### config.mk
export PLATFORM = sky130hd
export DESIGN_NAME = pipe_stage_fifo
export DESIGN_NICKNAME = d
export VERILOG_FILES = /design/src/rtl/pipe_stage_fifo.sv
export SDC_FILE = /design/constraint.sdc
export NUM_CORES = 1
export LEC_CHECK = 0
export CORE_MARGIN = 3
export CORE_UTILIZATION = 52
export DETAILED_ROUTE_END_ITERATION = 10
export GPL_ROUTABILITY_DRIVEN = 0
export PLACE_DENSITY = 0.95
export SYNTH_ARGS = -nofsm -noshare
export SYNTH_HDL_FRONTEND = slang
export SYNTH_SLANG_ARGS = --single-unit
### constraint.sdc
create_clock -name clk -period 6.5 [get_ports clk]
set_clock_uncertainty 0.2 [all_clocks]
set_input_delay 1.3 -clock clk [delete_from_list [all_inputs] [get_ports clk]]
set_output_delay 1.3 -clock clk [all_outputs]
set_load 0.02 [all_outputs]
### src/rtl/pipe_stage_fifo.sv
// Elastic DEPTH-entry buffer between pipeline stages, carrying payload plus exception fields.
// Optional zero-latency bypass when empty: define PIPE_STAGE_FIFO_BYPASS_EN.
module pipe_stage_fifo #(
   parameter int PAYLOAD_W = 96,
   parameter int DEPTH     = 2,
   parameter int EXC_W     = 6
) (
   input  logic                       clk,
   input  logic                       reset,
   input  logic                       flush,
   input  logic                       in_valid,
   input  logic [PAYLOAD_W-1:0]       in_payload,
   input  logic [EXC_W-1:0]           in_exc_num,
   input  logic                       in_exc_valid,
   output logic                       in_stall,
   output logic                       out_valid,
   output logic [PAYLOAD_W-1:0]       out_payload,
   output logic [EXC_W-1:0]           out_exc_num,
   output logic                       out_exc_valid,
   input  logic                       out_stall,
   output logic [$clog2(DEPTH):0]     count,
   output logic                       exc_pending
);

   localparam int PW = $clog2(DEPTH);
   localparam int CW = PW + 1;
   localparam int EW = PAYLOAD_W + EXC_W + 1;
   localparam logic [CW-1:0] FULL_COUNT = CW'(DEPTH);

   logic [EW-1:0]        mem [DEPTH];
   logic [PW-1:0]        wr_ptr_reg;
   logic [PW-1:0]        rd_ptr_reg;
   logic [CW-1:0]        count_reg;
   logic                 exc_pending_reg;

   logic [EW-1:0]        head;
   logic                 head_exc_valid;
   logic [EXC_W-1:0]     head_exc_num;
   logic [PAYLOAD_W-1:0] head_payload;
   logic                 stored_valid;
   logic                 push;
   logic                 pop;
   logic                 bypass;
   logic                 write_en;
   logic                 retire_en;

   assign head           = mem[rd_ptr_reg];
   assign head_exc_valid = head[EW-1];
   assign head_exc_num   = head[PAYLOAD_W +: EXC_W];
   assign head_payload   = head[PAYLOAD_W-1:0];
   assign stored_valid   = (count_reg != '0);

`ifdef PIPE_STAGE_FIFO_BYPASS_EN
   // An instruction entering an empty, unblocked buffer goes straight through and never occupies a slot.
   assign bypass = !stored_valid && in_valid && !exc_pending_reg && !out_stall;
`else
   assign bypass = 1'b0;
`endif

   // Stall comes only from registered state, so downstream backpressure never ripples upstream combinationally.
   assign in_stall  = (count_reg == FULL_COUNT) || exc_pending_reg;
   assign out_valid = stored_valid || bypass;
   assign push      = in_valid && !in_stall;
   assign pop       = out_valid && !out_stall;
   assign write_en  = push && !bypass;
   assign retire_en = pop && !bypass;

   always_comb begin
      out_payload   = '0;
      out_exc_num   = '0;
      out_exc_valid = 1'b0;
      if (bypass) begin
         out_payload   = in_payload;
         out_exc_num   = in_exc_num;
         out_exc_valid = in_exc_valid;
      end else if (stored_valid) begin
         out_payload   = head_payload;
         out_exc_num   = head_exc_num;
         out_exc_valid = head_exc_valid;
      end
   end

   assign count       = count_reg;
   assign exc_pending = exc_pending_reg;

   always_ff @(posedge clk) begin
      if (write_en) begin
         mem[wr_ptr_reg] <= {in_exc_valid, in_exc_num, in_payload};
      end
   end

   always_ff @(posedge clk or negedge reset) begin
      if (!reset) begin
         wr_ptr_reg      <= '0;
         rd_ptr_reg      <= '0;
         count_reg       <= '0;
         exc_pending_reg <= 1'b0;
      end else if (flush) begin
         wr_ptr_reg      <= '0;
         rd_ptr_reg      <= '0;
         count_reg       <= '0;
         exc_pending_reg <= 1'b0;
      end else begin
         if (write_en) begin
            wr_ptr_reg <= wr_ptr_reg + 1'b1;
         end
         if (retire_en) begin
            rd_ptr_reg <= rd_ptr_reg + 1'b1;
         end
         case ({write_en, retire_en})
            2'b10:   count_reg <= count_reg + 1'b1;
            2'b01:   count_reg <= count_reg - 1'b1;
            default: count_reg <= count_reg;
         endcase
         // The fence blocks pushes, so a resident exception is always the youngest entry.
         if (write_en && in_exc_valid) begin
            exc_pending_reg <= 1'b1;
         end else if (retire_en && head_exc_valid) begin
            exc_pending_reg <= 1'b0;
         end
      end
   end

   no_push_when_full : assert property (@(posedge clk) disable iff (!reset)
      !(push && (count_reg == FULL_COUNT)));

endmodule

==> results of run 1 <==
[synth_stat cells, drive strengths merged]
library cell / count
a21o: 1
a21oi: 5
and3: 1
and4bb: 1
buf: 22
clkbuf: 1
dfrtp: 5
edfxtp: 206
inv: 2
mux2: 1
mux2i: 103
nand2: 2
nand2b: 2
nand3: 1
nor2: 104
nor2b: 3
nor3: 1
o21ai: 4
o31ai: 1
or2b: 1
or3: 2
[logic make-up (layout without fill, tap and decap cells)]
kind of cell           after synthesis  after routing  share of synthesized area
AND/OR/NAND/NOR                    118            118                    0.06031
flip-flops                         211            211                     0.7800
multiplexers                       104            104                     0.1293
buffers and inverters               25            261                    0.02196
AO/OA/AOI/OAI                       11             11                   0.008505
[cell type report]
class / count / area share
Tap cell: 184 / 0.02085
Sequential cell: 211 / 0.5718
Clock buffer: 31 / 0.05484
Inverter: 2 / 0.0009064
Timing Repair Buffer: 219 / 0.1976
Multi-Input combinational cell: 233 / 0.1456
Clock inverter: 9 / 0.008384
[critical path, stage by stage (launching register included)]
cell                              delay, ns
sky130_fd_sc_hd__dfrtp_4               1.15
sky130_fd_sc_hd__buf_4                 0.71
sky130_fd_sc_hd__mux2i_1               0.20
sky130_fd_sc_hd__nor2_1                0.17
sky130_fd_sc_hd__clkdlybuf4s50_1       0.68
[per-layer routing]
metal  share of wire  wire length [microns]
met5               0                      0
met4           0.030                    524
met3           0.083                   1440
met2            0.51                   8845
met1            0.37                   6442
[power by group]
part           switching [W]  internal, W  leakage [nW]
Sequential         0.0000367      0.00159          1.98
Clock               0.000483     0.000729         0.337
Combinational       0.000226     0.000205          1.32
[through the flow]
| step | utilization | setup WS [ns] | cell area, sq um | std cells |
|---|---|---|---|---|
| finish | 0.7429 | 1.580 | 11040 | 889 |
| global route | 0.7429 | 1.425 | 11040 | 889 |
| CTS | 0.7429 | 1.533 | 11040 | 889 |
| detailed placement | 0.6960 | 2.065 | 10340 | 849 |
| global placement | 0.6960 | 2.119 | 10340 | 849 |
| floorplan | - | 1.855 | 8092 | 469 |
[final timing paths]
check	from	end	slack [ns]
worst max-delay path	rd_ptr_reg	out_payload[65]	1.58
worst min-delay path	wr_ptr_reg	wr_ptr_reg	0.41
worst max register to register	count[1]	mem[0][32]	3.55
worst min register to register	wr_ptr_reg	wr_ptr_reg	0.41
max in group asynchronous	reset	rd_ptr_reg	5.06
min in group asynchronous	reset	rd_ptr_reg	0.83
==> summary.txt, run 1 <==
Status
  – Result of the run: complete, no violations

Clocking
  – CTS tree: built
  – Hold_buf cts: 0
  – Root Buffer: sky130_fd_sc_hd__clkbuf_16
  – Clock net sink count: 211
  – Worst-skew pair later-pin latency: 0.48 ns
  – Buffers inserted by post-CTS timing repair: 0
  – Number of H-tree levels: 1
  – Number of buffers added by the clock tree synthesis step: 22
  – Count of instances resized after the clock tree is built: 0
  – Max Buffers Root-to-Sink: 3
  – Clock input transition at the sequential cells of the worst setup and hold paths: 0.06 ns

STA
  – Period utilization: 0.7569
  – Summed negative setup slack over all endpoints: 0 ns
  – Final critical delay including setup and external delays: 4.920 ns
  – Setup-violating endpoint count in the final report: 0
  – Post-Route Hold Slack: 0.4146 ns
  – Setup repair after global routing missed its margin: false
  – Rel. slew slack: 0.2496
  – Max Fclk: 203.3 MHz
  – Final-report max-slew violation count: 0
  – Worst slew pin tran: 1.126 ns
  – Hold violation count in the final report: 0

Route
  – Total DRC errors in the routed layout: 0
  – First-pass iteration count of the detailed router: 4
  – Routed wirelength normalized by instance count: 19.41 microns
  – Detail-routed via count per cell: 5.367
  – Number of nets still failing antenna checks after routing: 0
  – Number of DRC markers in iteration 0: 272
  – Routed vias: 4771
  – Total wire length: 17250 microns

Setup path
  – Required time worst endpoint: 5.00 ns
  – Capturing element type of the critical path: output pin
  – Arrival time reported for the critical path endpoint: 3.42 ns
  – Kind of critical path: reg -> out
  – Crit Path Max Fanout: 66
  – Cell depth of the worst flop-to-flop path: 4
  – Type of origin of the critical path: flip-flop

Synthesis
  – Register bit count reported by yosys: 211
  – Yosys warning count: 0
  – Total nets after synthesis: 577
  – Post-synth top area cell: sky130_fd_sc_hd__edfxtp_1
  – Per-instance average area after synthesis: 17.25 sq um
  – Cell count after synthesis: 469
  – Post-synthesis cell type count: 30
  – Mapped Area: 8092 sq um
  – Proportion of synthesized chip area in sequential cells: 0.7800
  – Yosys top cell area share: 0.7645
  – Synth area leaders: sky130_fd_sc_hd__edfxtp_1 76%, sky130_fd_sc_hd__mux2i_1 13%, sky130_fd_sc_hd__nor2_1 4.8%

Place
  – Post-detailed-placement half-perimeter wirelength: 10980 microns
  – Number of buffer cells added on primary ports: 215

Job
  – MaxCap Viol Count: 0

Min path
  – Worst min-delay path category: reg -> reg
  – Cells on Worst Hold Path: 2

Final layout
  – Commonest non-fill, non-tap cells in the layout: 215 x sky130_fd_sc_hd__clkdlybuf4s50_1, 206 x sky130_fd_sc_hd__edfxtp_1, 103 x sky130_fd_sc_hd__mux2i_1, 103 x sky130_fd_sc_hd__nor2_1, 23 x sky130_fd_sc_hd__clkbuf_16
  – Flip-flop count of the largest register after layout: 206
  – Area taken by multi-input logic gates: 1608 sq um
  – Total Nets Final: 797
  – Layout overhead on the synthesized area: 36.48%
  – Diodes inserted: 0
  – Most frequent standard cell in the layout excluding fill and tap cells: sky130_fd_sc_hd__clkdlybuf4s50_1
  – Proportion of layout cells with a drive suffix above 1: 0.05957
  – Sequential cell area in the final layout: 6315 sq um
  – Number of inserted filler cells in the final layout: 871

Power
  – Overall power of the completed layout: 0.003270 W
  – Static leakage: 3.640 nW
  – IR drop worst, VDD: 257.5 uV
  – Total power density per cell area: 296.1 nW/um^2

Floorplanning
  – Total Die Area: 17090 sq um
  – Starting Density: 0.5444
  – Area of the core: 14860 sq um
  – Die boundary height: 130.7 microns
  – IO Pins: 216
  – Width of the chip: 130.7 microns
  – Total number of placement rows: 44

Global routing
  – Pin count of the biggest net entering global routing: 108
  – First-pass GRT wire length: 26140 microns
  – Global routing met2 resource utilization: 0.3449
  – Met1 track demand over resource: 0.2318
  – Layer with the highest usage: met2
  – Number of antenna violations at the first check in global routing: 0
  – Overall fraction of global-route tracks in use: 0.1969
  – Global routing usage on met3: 0.06138
  – Number of global-route vias before repair: 5038
  – Total grt overflow: 0
(Power assumes the default switching activity.)
==> run 2, diff against run 1 <==
Settings changed: CORE_UTILIZATION 52 to 48, PLACE_DENSITY 0.95 to 0.89.
Clock period 6.5 ns to 4.8 ns, I/O delays scaled along.
==> summary.txt, run 2 (synthesis results as in run 1) <==
Final layout
  – Proportion of layout cells with a drive suffix above 1: 0.06931 (+0.009732)
  – Diodes inserted: 0 (unchanged)
  – Flip-flop count of the largest register after layout: 206 (unchanged)
  – Number of inserted filler cells in the final layout: 1026 (+18%)
  – Most frequent standard cell in the layout excluding fill and tap cells: sky130_fd_sc_hd__clkdlybuf4s50_1
  – Sequential cell area in the final layout: 6315 sq um (unchanged)
  – Commonest non-fill, non-tap cells in the layout: 215 x sky130_fd_sc_hd__clkdlybuf4s50_1, 206 x sky130_fd_sc_hd__edfxtp_1, 103 x sky130_fd_sc_hd__mux2i_1, 103 x sky130_fd_sc_hd__nor2_1, 23 x sky130_fd_sc_hd__clkbuf_16
  – Total Nets Final: 801 (+0.50%)
  – Area taken by multi-input logic gates: 1608 sq um (unchanged)
  – Layout overhead on the synthesized area: 37.70%

Clocking
  – Worst-skew pair later-pin latency: 0.48 ns (about the same)
  – Clock input transition at the sequential cells of the worst setup and hold paths: 0.06 ns (about the same)
  – Number of buffers added by the clock tree synthesis step: 22 (unchanged)
  – Clock net sink count: 211 (unchanged)
  – Hold_buf cts: 0 (unchanged)
  – CTS tree: built
  – Count of instances resized after the clock tree is built: 0 (unchanged)
  – Root Buffer: sky130_fd_sc_hd__clkbuf_16
  – Max Buffers Root-to-Sink: 3 (unchanged)
  – Number of H-tree levels: 1 (unchanged)
  – Buffers inserted by post-CTS timing repair: 0 (unchanged)

Route
  – First-pass iteration count of the detailed router: 4 (unchanged)
  – Routed vias: 4733 (-0.80%)
  – Number of DRC markers in iteration 0: 224 (-18%)
  – Detail-routed via count per cell: 5.128 (-4.5%)
  – Total wire length: 17190 microns (-0.35%)
  – Routed wirelength normalized by instance count: 18.63 microns (-4.0%)
  – Number of nets still failing antenna checks after routing: 0 (unchanged)
  – Total DRC errors in the routed layout: 0 (unchanged)

STA
  – Summed negative setup slack over all endpoints: 0 ns (unchanged)
  – Final critical delay including setup and external delays: 4.318 ns
  – Setup-violating endpoint count in the final report: 0 (unchanged)
  – Setup repair after global routing missed its margin: false
  – Hold violation count in the final report: 0 (unchanged)
  – Worst slew pin tran: 1.160 ns (+0.03401 ns)
  – Final-report max-slew violation count: 0 (unchanged)
  – Period utilization: 0.8996
  – Max Fclk: 231.6 MHz
  – Rel. slew slack: 0.2270 (-0.02267)

Floorplanning
  – Die boundary height: 135.8 microns (+3.9%)
  – Total number of placement rows: 46 (+4.5%)
  – Width of the chip: 135.8 microns (+3.9%)
  – Area of the core: 16170 sq um (+8.8%)
  – Starting Density: 0.5003 (-0.04405)
  – IO Pins: 216 (unchanged)
  – Total Die Area: 18450 sq um (+7.9%)

Place
  – Post-detailed-placement half-perimeter wirelength: 11470 microns (+4.5%)
  – Number of buffer cells added on primary ports: 215 (unchanged)

Global routing
  – First-pass GRT wire length: 26720 microns (+2.2%)
  – Number of antenna violations at the first check in global routing: 0 (unchanged)
  – Total grt overflow: 0 (unchanged)
  – Number of global-route vias before repair: 5104 (+1.3%)
  – Overall fraction of global-route tracks in use: 0.1843 (-0.01258)
  – Pin count of the biggest net entering global routing: 68 (-37%)

Power
  – IR drop worst, VDD: 276.8 uV (+7.5%)
  – Static leakage: 3.676 nW (+0.97%)
  – Overall power of the completed layout: 0.004394 W (+34%)
  – Total power density per cell area: 394.4 nW/um^2 (+33%)

Min path
  – Worst min-delay path category: reg -> reg

Job
  – MaxCap Viol Count: 0 (unchanged)

Status
  – Result of the run: complete, no violations

Setup path
  – Kind of critical path: reg -> out
  – Required time worst endpoint: 3.64 ns (-1.36 ns)
  – Arrival time reported for the critical path endpoint: 3.16 ns (-0.26 ns)
  – Crit Path Max Fanout: 67 (+1.5%)
  – Capturing element type of the critical path: output pin
  – Type of origin of the critical path: flip-flop
-- run 2: critical path: stages (launching register included) --
cell                              delay (ns)
sky130_fd_sc_hd__dfrtp_4                1.20
sky130_fd_sc_hd__buf_4                  0.49
sky130_fd_sc_hd__mux2i_1                0.14
sky130_fd_sc_hd__nor2_1                 0.16
sky130_fd_sc_hd__clkdlybuf4s50_1        0.64
-- run 2: where the power goes --
group          total, W  switching [W]  leakage, nW  internal (W)
logic          0.000597       0.000310         1.35      0.000287
clock network   0.00160       0.000636        0.340      0.000960
registers       0.00220      0.0000492         1.98       0.00215
total           0.00439       0.000995         3.68       0.00340
-- run 2: area by class of cell --
| class | instances | share of cell area |
|---|---|---|
| repair buffers | 223 | 0.2019 |
| flip-flops and latches | 211 | 0.5668 |
| multi-input cells | 233 | 0.1443 |
| well taps | 216 | 0.02426 |
| inverters | 2 | 0.0008984 |
| clock buffers | 31 | 0.05615 |
| clock inverters | 7 | 0.005727 |
-- run 2: per-stage QoR --
step | cells | instance area [sq um] | hold WS [ns] | utilization | setup slack, ns
detailed placement | 885 | 10450 | 0.4089 | 0.6463 | 0.9845
floorplan | 469 | 8092 | 0.3316 | - | 0.4946
finish | 923 | 11140 | 0.4204 | 0.6889 | 0.4821
global route | 923 | 11140 | 0.4410 | 0.6889 | 0.2939
CTS | 923 | 11140 | 0.4176 | 0.6889 | 0.4402
global placement | 885 | 10450 | 0.3674 | 0.6463 | 1.052
-- run 2: routing by layer --
layer	track usage	up-vias	part of all wire
met1	0.2155	2317	0.38
met4	0.05711	0	0.028
li1	-	2188	-
met2	0.3308	187	0.52
met3	0.05181	41	0.073
met5	0	-	0
-- run 2: final timing paths --
kind                            start        endpoint  slack, ns  cells past startpoint
min                        wr_ptr_reg      wr_ptr_reg       0.42                      2
max reg2reg                  count[1]      mem[0][32]       2.21                      4
max                        rd_ptr_reg  out_payload[7]       0.48                      4
min reg2reg                wr_ptr_reg      wr_ptr_reg       0.42                      2
max in group asynchronous       reset      rd_ptr_reg       3.63                      1
min in group asynchronous       reset        count[1]       0.52                      1
==> run 3, diff against run 2 <==
Settings changed: TNS_END_PERCENT from default to 50.
==> results of run 3 <==
Same layout as run 2: the final DEF is identical, and so are final timing and power.
==> variant: new RTL, settings of run 3 <==
Reset style: synchronous (`reset`), changed in one clocked block.
--- a/src/rtl/pipe_stage_fifo.sv
+++ b/src/rtl/pipe_stage_fifo.sv
@@ -89,7 +89,7 @@
       end
    end
 
-   always_ff @(posedge clk or negedge reset) begin
+   always_ff @(posedge clk) begin
       if (!reset) begin
          wr_ptr_reg      <= '0;
          rd_ptr_reg      <= '0;
Formal check against the unedited RTL: differs if reset is asserted again (counterexample within 4 cycles, from zero or initial values and one cycle with reset low); with reset held inactive, the same outputs for 4 cycles.
==> variant against run 3 <==
- design area grew 0.80%
- sequential cell count grew 1
- hold slack lost 0.11 ns
- first-iteration DRC count is the same
- area after synthesis shrank 0.63%
- wire length shrank 0.83%
- count of clock-buffer cells in the layout shrank 6
- non-clock buffer count shrank 2
- register-to-register slack gained 0.02 ns
- worst setup slack gained 0.43 ns
- total power grew 2.1%
- critical path type unchanged
- die area shrank 0.60%
- highest routed layer unchanged
==> variant: results (changes against run 3) <==
Status:
- The run finished with clean final reports.

Place:
- The placement-stage worst setup slack was 1.31 ns (+0.326 ns).
- The HPWL after detailed placement is 11.0 mm (-3.9%).

Power and ir drop:
- The power dissipated in sequential cells is 0.00216 W (-2%).
- The total power came to 0.00449 W (+2.1%).
- The static power due to leakage was 3.64 nW (-0.92%).
- The total net switching power is 0.000937 W (-5.8%).
- The power dissipated in combinational cells came to 0.000466 W (-22%).
- The highest ir drop seen on vdd was 0.000460 V (+66%).

GRT:
- The global-route usage over all layers is 18.3% (-0.12 points).
- The met1 routing resource usage after global routing is 22.4% (+0.84 points).
- The first-pass GRT wire length is 26.3 mm (-1.4%).
- The global routing usage on met2 came to 32.8% (-0.28 points).
- The via count of the first global-routing pass was 4998 (-2.1%).
- The pin count of the biggest net entering global routing is 82 (+21%).

Yosys:
- Sorting the synthesized cells by how often they occur yields 206 x sky130_fd_sc_hd__edfxtp_1, 106 x sky130_fd_sc_hd__nor2_1, 103 x sky130_fd_sc_hd__mux2i_1.
- The number of nets in the synthesized netlist was 579 (+0.35%).
- The xor-xnor portion of the synthesized cell area is 0.218% (+0.22 points).
- The complex-gate fraction of the synthesized area is 0.638% (-0.21 points).
- The share of the yosys chip area belonging to registers is 78.4% (+0.44 points).
- The post-synthesis async set-or-reset flop share was 0% (-2.4 points).
- The share of synthesized area spent on multiplexers is 12.8% (-0.10 points).
- By area the synthesized netlist is led by sky130_fd_sc_hd__edfxtp_1 77%, sky130_fd_sc_hd__mux2i_1 13%, sky130_fd_sc_hd__nor2_1 4.9%, sky130_fd_sc_hd__dfxtp_1 1.5%, sky130_fd_sc_hd__buf_4 1.1%.
- The number of unique standard cell types used by synthesis came to 24 (-20%).
- The synthesis warning total is 0 (unchanged).

Critical path:
- The largest fanout of any net on the critical path is 42 (-37%).
- The worst register-to-register path ends at count[1]$_SDFFE_PP0P_.
- The setup slack of the worst register-to-register path is 2.23 ns (+0.02 ns).
- The capture point of the critical path is out_payload[84].

Final layout:
- The fraction of final layout cells sized beyond drive strength 1 is 6.79% (-0.14 points).
- The number of antenna diodes is 0 (unchanged).

CTS:
- The clock input transition at the sequential cells of the worst setup and hold paths came to 0.06 ns (about the same).

STA:
- The slew at the pin closest to its max-slew limit is 0.745 ns (-0.414 ns).
- The final critical path time including I/O delays and setup was 3.89 ns (-0.430 ns).

Route:
- The length of routed met2 wiring is 8.89 mm (-0.76%).
- The average vias per placed instance is 5.09 (-0.68%).
- The average wire per standard cell is 18.5 µm (-0.83%).
- The met1 layer wirelength in the final routing was 6.58 mm (+1.3%).
-- variant: cell count changes in the layout (fill, tap and decap cells not counted), sizes merged, moves of 2 or more --
cell	delta
buf	-2
nor2	+3
dfrtp	-5
bufinv	+5
dfxtp	+6
clkinv	+2
clkbuf	-6
inv	+2
-- variant: final cells by class --
class / instances / area [µm²]
Sequential cell: 212 / 6310
Clock buffer: 25 / 583
Tap cell: 216 / 270
Inverter: 4 / 17.5
Fill cell: 1037 / 4880
Timing Repair Buffer: 221 / 2230
Clock inverter: 14 / 223
Multi-Input combinational cell: 231 / 1590
-- variant: how the worst min path moves through the flow --
stage	end	startpoint	slack (ns)	cells after the start
after CTS	register	rd_ptr_reg$_SDFFE_PP0P_	0.32	2
final	register	rd_ptr_reg$_SDFFE_PP0P_	0.31	2
after global placement	wr_ptr_reg$_SDFFE_PP0N_	wr_ptr_reg$_SDFFE_PP0N_	0.27	2
after detailed placement	register	rd_ptr_reg$_SDFFE_PP0P_	0.31	2
after global routing	wr_ptr_reg$_SDFFE_PP0N_	wr_ptr_reg$_SDFFE_PP0N_	0.35	2
after floorplan	wr_ptr_reg$_SDFFE_PP0N_	wr_ptr_reg$_SDFFE_PP0N_	0.26	2
-- variant: worst max-delay path: stages, from the launching register on --
cell and delay [ns]:
sky130_fd_sc_hd__dfxtp_4 0.82, sky130_fd_sc_hd__buf_4 0.50, sky130_fd_sc_hd__mux2i_1 0.14, sky130_fd_sc_hd__nor2_1 0.13, sky130_fd_sc_hd__clkdlybuf4s50_1 0.64
-- variant: stage by stage --
stage	std cells	area, µm²	hold slack, ns
finish	923	11200	0.312
global route	923	11200	0.350
CTS	923	11200	0.322
detailed placement	884	10400	0.309
global placement	884	10400	0.275
floorplan	470	8040	0.262
